===== src/rtl/instruction_fetch.sv =====
// Instruction fetch: single-outstanding halfword fetcher feeding a prefetch FIFO,
// issuing one instruction per cycle to Decode and redirecting on Execute branches.
module instruction_fetch #(
  parameter int                ADDR_W     = 32,
  parameter logic [ADDR_W-1:0] RESET_PC   = '0,
  parameter int                FIFO_DEPTH = 4,
  parameter int                PIPE_DEPTH = 2
) (
  input  logic              clk,
  input  logic              reset,
  output logic              mem_req,
  output logic [ADDR_W-1:0] mem_addr,
  input  logic              mem_ack,
  input  logic [15:0]       mem_rdata,
  input  logic              global_disable,
  input  logic              branch_taken,
  input  logic [31:0]       delta_instruction,
  output logic [15:0]       instruction,
  output logic              instr_valid,
  output logic [ADDR_W-1:0] instr_pc
);

  localparam int PTR_W = $clog2(FIFO_DEPTH);
  localparam int CNT_W = PTR_W + 1;
  localparam logic [CNT_W-1:0] FULL = CNT_W'(FIFO_DEPTH);

  typedef enum logic [1:0] {IDLE, REQ, DROP} state_t;

  state_t            state_reg, state_next;
  logic [ADDR_W-1:0] fetch_pc_reg, fetch_pc_next;
  logic [ADDR_W-1:0] mem_addr_reg, mem_addr_next;

  logic [15:0]       fifo_data [FIFO_DEPTH];
  logic [ADDR_W-1:0] fifo_pc   [FIFO_DEPTH];
  logic [PTR_W-1:0]  wr_ptr_reg, rd_ptr_reg;
  logic [CNT_W-1:0]  count_reg, count_next;

  logic [15:0]       instr_reg;
  logic              instr_valid_reg;
  logic [ADDR_W-1:0] instr_pc_reg;

  logic              hist_valid_reg [PIPE_DEPTH];
  logic [ADDR_W-1:0] hist_pc_reg    [PIPE_DEPTH];
  logic              hist_valid_in  [PIPE_DEPTH];
  logic [ADDR_W-1:0] hist_pc_in     [PIPE_DEPTH];

  logic               redirect;
  logic               push;
  logic               pop;
  logic signed [32:0] delta_x2;
  logic [ADDR_W-1:0]  target;

  // A branch only counts when the instruction Execute is looking at was real.
  assign redirect = branch_taken & hist_valid_reg[PIPE_DEPTH-1];
  assign delta_x2 = {delta_instruction, 1'b0};
  assign target   = hist_pc_reg[PIPE_DEPTH-1] + ADDR_W'(delta_x2);
  assign push     = (state_reg == REQ) & mem_ack & ~redirect;
  assign pop      = (count_reg != '0) & ~global_disable & ~redirect;

  assign count_next    = redirect ? '0 : count_reg + CNT_W'(push) - CNT_W'(pop);
  assign fetch_pc_next = redirect ? target : (push ? fetch_pc_reg + ADDR_W'(2) : fetch_pc_reg);
  // A stale request keeps its original address until the memory completes it.
  assign mem_addr_next = (state_next == DROP) ? mem_addr_reg : fetch_pc_next;

  always_ff @(posedge clk or negedge reset) begin
    if (!reset) begin
      state_reg <= IDLE;
    end else begin
      state_reg <= state_next;
    end
  end

  always_comb begin
    state_next = state_reg;
    case (state_reg)
      IDLE: if (redirect || count_reg != FULL) state_next = REQ;
      REQ: begin
        if (redirect)     state_next = mem_ack ? REQ : DROP;
        else if (mem_ack) state_next = (count_next != FULL) ? REQ : IDLE;
      end
      DROP:    if (mem_ack) state_next = REQ;
      default: state_next = IDLE;
    endcase
  end

  always_comb begin
    mem_req = (state_reg != IDLE);
  end

  assign mem_addr    = mem_addr_reg;
  assign instruction = instr_reg;
  assign instr_valid = instr_valid_reg;
  assign instr_pc    = instr_pc_reg;

  always_ff @(posedge clk or negedge reset) begin
    if (!reset) begin
      fetch_pc_reg    <= RESET_PC;
      mem_addr_reg    <= RESET_PC;
      wr_ptr_reg      <= '0;
      rd_ptr_reg      <= '0;
      count_reg       <= '0;
      instr_reg       <= '0;
      instr_valid_reg <= 1'b0;
      instr_pc_reg    <= '0;
    end else begin
      fetch_pc_reg <= fetch_pc_next;
      mem_addr_reg <= mem_addr_next;
      count_reg    <= count_next;
      if (redirect) begin
        wr_ptr_reg <= '0;
        rd_ptr_reg <= '0;
      end else begin
        if (push) wr_ptr_reg <= wr_ptr_reg + PTR_W'(1);
        if (pop)  rd_ptr_reg <= rd_ptr_reg + PTR_W'(1);
      end
      if (pop) begin
        instr_reg       <= fifo_data[rd_ptr_reg];
        instr_pc_reg    <= fifo_pc[rd_ptr_reg];
        instr_valid_reg <= 1'b1;
      end else begin
        instr_reg       <= '0;
        instr_valid_reg <= 1'b0;
      end
    end
  end

  always_ff @(posedge clk) begin
    if (push) begin
      fifo_data[wr_ptr_reg] <= mem_rdata;
      fifo_pc[wr_ptr_reg]   <= fetch_pc_reg;
    end
  end

  for (genvar gi = 0; gi < PIPE_DEPTH; gi++) begin : g_hist
    if (gi == 0) begin : g_head
      assign hist_valid_in[gi] = instr_valid_reg;
      assign hist_pc_in[gi]    = instr_pc_reg;
    end else begin : g_tail
      assign hist_valid_in[gi] = hist_valid_reg[gi-1];
      assign hist_pc_in[gi]    = hist_pc_reg[gi-1];
    end
  end

  always_ff @(posedge clk or negedge reset) begin
    if (!reset) begin
      for (int i = 0; i < PIPE_DEPTH; i++) begin
        hist_valid_reg[i] <= 1'b0;
        hist_pc_reg[i]    <= '0;
      end
    end else begin
      for (int i = 0; i < PIPE_DEPTH; i++) begin
        hist_valid_reg[i] <= hist_valid_in[i] & ~redirect;
        hist_pc_reg[i]    <= hist_pc_in[i];
      end
    end
  end

endmodule


===== config.mk =====
export PLATFORM = sky130hd
export DESIGN_NAME = instruction_fetch
export DESIGN_NICKNAME = d
export VERILOG_FILES = /design/src/rtl/instruction_fetch.sv
export SDC_FILE = /design/constraint.sdc
export NUM_CORES = 1
export LEC_CHECK = 0
export BUFFER_PORTS_ARGS = -buffer_cell sky130_fd_sc_hd__buf_2
export CORE_MARGIN = 3
export CORE_UTILIZATION = 50
export CTS_BUF_LIST = sky130_fd_sc_hd__clkbuf_16
export CTS_CLUSTER_SIZE = 40
export DETAILED_ROUTE_END_ITERATION = 6
export PLACE_DENSITY = 0.77
export SYNTH_ARGS = -nofsm -noshare
export SYNTH_HDL_FRONTEND = slang
export SYNTH_SLANG_ARGS = --single-unit

===== constraint.sdc =====
create_clock -name clk -period 7.47 [get_ports clk]
set_input_delay 1.494 -clock clk [delete_from_list [all_inputs] [get_ports clk]]
set_output_delay 1.494 -clock clk [all_outputs]
set_load 0.005 [all_outputs]

==> flow_summary.json, run 1 <==
{
  "rows": 64,
  "num-nets-final": 1252,
  "grt_pass1_vias": 9448,
  "ctsHoldBuffers": 0,
  "drtAntennaViolNets": 0,
  "overflow": 0,
  "antenna_found_initial": 4,
  "vias_per_cell": 5.764,
  "die_x_um": 183.5,
  "antennaDiodeCount": 0,
  "final_cell_area_um2": 17930,
  "hold_viol_final": 0,
  "worstMarginPinSlew_ps": 1086,
  "period_needed_ps": 3982,
  "status": "completed",
  "largestRegisters": "fifo_pc (128), fifo_data (64)",
  "dpl_cell_area_um2": 16630,
  "path_clk_slew_ps": 60,
  "yosys_most_used_dff": "edfxtp_1",
  "remaining_drc_errors": 0,
  "setup_tns_ps": 0,
  "gp_congestion": 0.8841,
  "clk_latency_ps": 530,
  "cts_buffer_depth": 3,
  "postCtsResizedCells": 0,
  "final_common_cell": "edfxtp_1",
  "core_um2": 30830,
  "finalSetupViolations": 0,
  "critPathLaunchType": "input pin",
  "maxCapViolCount": 0,
  "yosysTopAreaCellShare_pct": 36.59,
  "synth_edf_count": 192,
  "clock_skew_ps": 16.75,
  "regArea_um2": 10480,
  "initialDrtViolationCount": 733,
  "ir_worst_vdd_mv": 0.2949,
  "total_power_mw": 7.860,
  "power_leakage_nw": 7.194,
  "die_y_um": 183.5,
  "power-per-cell-area_nw_per_um2": 438.4,
  "cts_buffers": 40,
  "slew_viol_final": 0,
  "hold_slack_ps": 343.4,
  "fillers": 2348,
  "port-buffer-count": 133,
  "io_pins": 135,
  "grt_pass1_wl_um": 53750,
  "post-place-ws_ps": 3005,
  "area_growth_pct": 13.81,
  "synth_largest_area_cell": "edfxtp_1",
  "crit_path_end_kind": "flip-flop",
  "rsz0062_at_grt": "no",
  "clock-sinks": 380,
  "yosysSeqAreaShare_pct": 66.45,
  "track_usage_pct": 20.62,
  "path_class": "input pin to flip-flop",
  "grt_max_degree": 126,
  "dp_hpwl_um": 21580,
  "vias": 9147,
  "layout_common_cells": "edfxtp_1, dfrtp_1, buf_2, nand2_1, mux2_2",
  "wl_per_cell_um": 21.44,
  "synth_area_um2": 15760,
  "regMostFlops": "fifo_pc",
  "cts_tree": "yes",
  "layout_setup_ws_ps": 3488,
  "synthTopCellsByArea": "edfxtp_1, dfrtp_1, mux4_2",
  "die_area_um2": 33680,
  "required_ps": 7920,
  "synth_area_per_cell_um2": 15.08,
  "synthDistinctLibCells": 64,
  "synth_fp_nets": 1137,
  "root_buffer": "clkbuf_16",
  "htreeDepth": 2,
  "maxSlewHeadroom_pct": 27.63,
  "routed_wl_um": 34020,
  "crit_arrival_ps": 4430,
  "drive_gt1_share_pct": 27.62,
  "drt_first_pass_iters": 5,
  "timing.final.crit_share_pct": 53.31,
  "multi_input_area_um2": 4826,
  "yosysWarnings": 0,
  "postSynthCellCount": 1045,
  "post-cts-setup-buffers": 0,
  "ys_ff_latch": 380,
  "clock.fmax_mhz": 251.1,
  "largest_register_ffs": 128,
  "synthArstFlopShare_pct": 49.47,
  "critPathMaxFanout": 5,
  "initial_core_util_pct": 51.10,
  "hold_class": "flip-flop to flip-flop"
}
-- routing by layer --
layer  up-vias  track usage [%]  routed length, um
met5         -                0                 60
met4         8            4.509                627
met3        63            5.164               2648
met2       297            33.16              16190
met1      4670            28.94              14490
li1       4109                -                  -
-- metrics by stage --
step | cells | utilization [%]
2_1_floorplan | 1045 | -
3_3_place_gp | 1514 | 53.94
3_5_place_dp | 1514 | 53.94
4_1_cts | 1587 | 58.16
5_1_grt | 1587 | 58.16
6_report | 1587 | 58.16
-- worst max-delay path, cell delays in order --
cell and delay [ps]:
buf_2 80, ha_1 190, inv_1 60, fa_1 380
nor2b_1 230, o2111ai_1 260, a21oi_1 540, o21ai_1 240
a21oi_1 210, mux2_2 340, o21ai_0 210, mux2_2 200
-- layout make-up --
| class | instances | area share (%) |
|---|---|---|
| inverter | 20 | 0.4187 |
| tap | 396 | 2.763 |
| clock inverter | 31 | 1.403 |
| clock buffer | 42 | 5.861 |
| timing repair buffer | 144 | 4.222 |
| multi-input combinational | 574 | 26.91 |
| sequential | 380 | 58.42 |
-- where the power goes --
group	leakage, nW	switching, mW	total, mW	internal [mW]
logic	2.54	1.24	2.37	1.13
registers	3.99	0.545	3.56	3.01
clock network	0.663	0.803	1.93	1.13
total	7.19	2.59	7.86	5.27
-- synth_stat cells (all sizes together), types with 29 or more instances --
cell / count
a21oi: 35
and3: 31
buf: 43
dfrtp: 188
edfxtp: 192
ha: 37
mux2: 53
mux4: 48
nand2: 81
nor2: 45
o21ai: 29
-- cell families (layout without fill, tap and decap cells) --
group	count (synthesis)	after routing	share of synthesized area, %
flip-flops	380	380	66.45
AND/OR/NAND/NOR	245	245	7.719
AO/OA/AOI/OAI	138	138	6.147
multiplexers	102	102	10.74
buffers and inverters	91	237	2.970
XOR/XNOR	50	50	2.780
adder cells (fa/ha/maj)	39	39	3.192
-- path summary, 6_finish.rpt --
| kind | from | to | slack [ps] | cells past startpoint |
|---|---|---|---|---|
| min | hist_pc_in[14] | hist_pc_reg[14] | 340 | 0 |
| min reg2reg | hist_pc_in[14] | hist_pc_reg[14] | 340 | 0 |
| max reg2reg | count_reg[2] | state_reg[0] | 4050 | 17 |
| max | delta_instruction[0] | mem_addr[23] | 3490 | 12 |
| max in group asynchronous | reset | rd_ptr_reg[0] | 4820 | 2 |
| min in group asynchronous | reset | instr_pc[9] | 1150 | 1 |
No activity file was read; power rests on OpenSTA's default activity.
==> run 2, diff against run 1 <==
--- a/config.mk
+++ b/config.mk
@@ -11,7 +11,7 @@
 export CTS_BUF_LIST = sky130_fd_sc_hd__clkbuf_16
 export CTS_CLUSTER_SIZE = 40
 export DETAILED_ROUTE_END_ITERATION = 6
-export PLACE_DENSITY = 0.77
+export PLACE_DENSITY = 0.79
 export SYNTH_ARGS = -nofsm -noshare
 export SYNTH_HDL_FRONTEND = slang
 export SYNTH_SLANG_ARGS = --single-unit
==> constraint.sdc (replaced) <==
create_clock -name clk -period 3.2 [get_ports clk]
set_input_delay 0.64 -clock clk [delete_from_list [all_inputs] [get_ports clk]]
set_output_delay 0.64 -clock clk [all_outputs]
set_load 0.005 [all_outputs]
==> run 2 against run 1 <==
  * Register-to-register slack got worse by 3700 ps
  * Sequential share of layout area shrank 0.62 points
  * Design area up 1.1%
  * Wire length grew 1.4%
  * Non-clock buffer count grew 41
  * Via count is 2.4% higher
  * Combinational power rose to 2.5 times the previous value
  * Sequential power is 130% higher
  * Critical path type is now flip-flop to flip-flop
==> flow_summary.json, run 2 (synthesized netlist as in run 1, its figures left out) <==
{
  "post-place-ws_ps": -64.17,
  "maxSlewHeadroom_pct": 52.88,
  "remaining_drc_errors": 0,
  "rows": 64,
  "crit_chain": "ha_1 > inv_1 > fa_1 > nor2b_1 > o2111ai_1 > a21oi_1 > buf_4 > o21a_1 > o2111ai_1 > and3_1 > o31a_1 > mux2_2",
  "hold_viol_final": 0,
  "die_x_um": 183.5,
  "io_pins": 135,
  "grt_pass1_vias": 9829,
  "die_area_um2": 33680,
  "grt_pass1_wl_um": 53690,
  "period_needed_ps": 2883,
  "drive_gt1_share_pct": 29.29,
  "ctsHoldBuffers": 0,
  "gp_congestion": 0.9069,
  "vias": 9365,
  "routed_wl_um": 34500,
  "cts_buffer_depth": 3,
  "switching_share_pct": 33.27,
  "grt_max_degree": 85,
  "path_clk_slew_ps": 70,
  "pwr-share-comb_pct": 32.9,
  "power_leakage_nw": 7.353,
  "overflow": 0,
  "crit_path_end_kind": "flip-flop",
  "vias_per_cell": 5.763,
  "crit_arrival_ps": 3290,
  "ir_worst_vdd_mv": 0.5037,
  "total_power_mw": 18.18,
  "path_class": "flip-flop to flip-flop",
  "cp_num_buf_inv": 2,
  "final_common_cell": "edfxtp_1",
  "cp_common_cell": "o2111ai_1",
  "initial_core_util_pct": 51.10,
  "critPathLaunchType": "flip-flop",
  "layout_setup_ws_ps": 316.7,
  "finalSetupViolations": 0,
  "clk_latency_ps": 530,
  "fin_util_pct": 58.78,
  "hold_slack_ps": 134.5,
  "clock-sinks": 380,
  "clockPowerShare_pct": 22.2,
  "htreeDepth": 2,
  "slew_viol_final": 0,
  "num-nets-final": 1291,
  "drt_first_pass_iters": 5,
  "crit_family": "compound AO/OA/AOI/OAI gates",
  "area_growth_pct": 15.03,
  "critPathMaxFanout": 5,
  "timing.final.crit_share_pct": 90.10,
  "fillers": 2325,
  "port-buffer-count": 133,
  "clock.fmax_mhz": 346.8,
  "track_usage_pct": 20.53,
  "drtAntennaViolNets": 0,
  "maxCapViolCount": 0,
  "hold_class": "input pin to asynchronous set/reset pin",
  "root_buffer": "clkbuf_16",
  "die_y_um": 183.5,
  "clock_skew_ps": 17.68,
  "max_stage_delay_ps": 390,
  "p_int_mw": 12.13,
  "largestRegisters": "fifo_pc (128), fifo_data (64)",
  "initialDrtViolationCount": 758,
  "wl_per_cell_um": 21.23,
  "cts_buffers": 38,
  "status": "completed",
  "largest_register_ffs": 128,
  "rsz0062_at_grt": "no",
  "seqPwrFrac_pct": 44.9,
  "power-per-cell-area_nw_per_um2": 1003,
  "dp_hpwl_um": 23190,
  "antennaDiodeCount": 0,
  "p_switching_mw": 6.049,
  "r2r_slack_ps": 320,
  "cpMaxStageDelayCell": "fa_1",
  "post-cts-setup-buffers": 0,
  "layout_common_cells": "edfxtp_1, dfrtp_1, buf_2, nand2_1, mux2_2",
  "worstMarginPinSlew_ps": 706.8,
  "required_ps": 3600,
  "postCtsResizedCells": 0,
  "cts_tree": "yes",
  "regMostFlops": "fifo_pc",
  "core_um2": 30830,
  "antenna_found_initial": 5
}
==> run 2: worst paths after layout <==
| check | from | to | depth (start not counted) |
|---|---|---|---|
| max | hist_pc_reg[1] | mem_addr[31] | 12 |
| min | reset | hist_pc_reg[11] | 1 |
| max reg2reg | hist_pc_reg[1] | mem_addr[31] | 12 |
| min reg2reg | hist_pc_in[11] | hist_pc_reg[11] | 0 |
| max in group asynchronous | reset | instruction[14] | 2 |
| min in group clk | mem_rdata[3] | fifo_data[2][3] | 1 |
==> run 2: metrics by stage <==
step | cells | instance area, um^2 | TNS [ps]
after floorplan | 1045 | 15760 | 0
after global placement | 1555 | 16990 | -18.49
after detailed placement | 1555 | 16990 | -210.0
after CTS | 1625 | 18120 | 0
after global routing | 1625 | 18120 | 0
final | 1625 | 18120 | 0
==> run 2: cell type report <==
class                   count  area, um^2  share of cell area (%)
clock inverters            31       160.2                  0.8837
multi-input cells         574        4826                   26.63
clock buffers              39       975.9                   5.385
flip-flops and latches    380       10480                   57.80
inverters                  20       75.07                  0.4142
repair buffers            185        1115                   6.152
well taps                 396       495.5                   2.734
==> run 2: layer usage <==
layer / wire [um] / share of wire (%) / vias up / GRT usage, %
li1: - / - / 4194 / -
met1: 13860 / 40 / 4732 / 26.90
met2: 16770 / 49 / 352 / 34.32
met3: 3083 / 8.9 / 77 / 5.837
met4: 719 / 2.1 / 10 / 5.058
met5: 65 / 0.19 / - / 0
==> run 2: power by group through the flow <==
stage                     registers, mW  clock network (mW)  logic [mW]
after global placement             8.13                   0        5.83
final                              8.16                4.03        5.99
after detailed placement           8.26                   0        5.96
after floorplan                    7.81                   0        4.28
after global routing               8.37                4.30        6.52
after CTS                          8.19                4.10        6.03
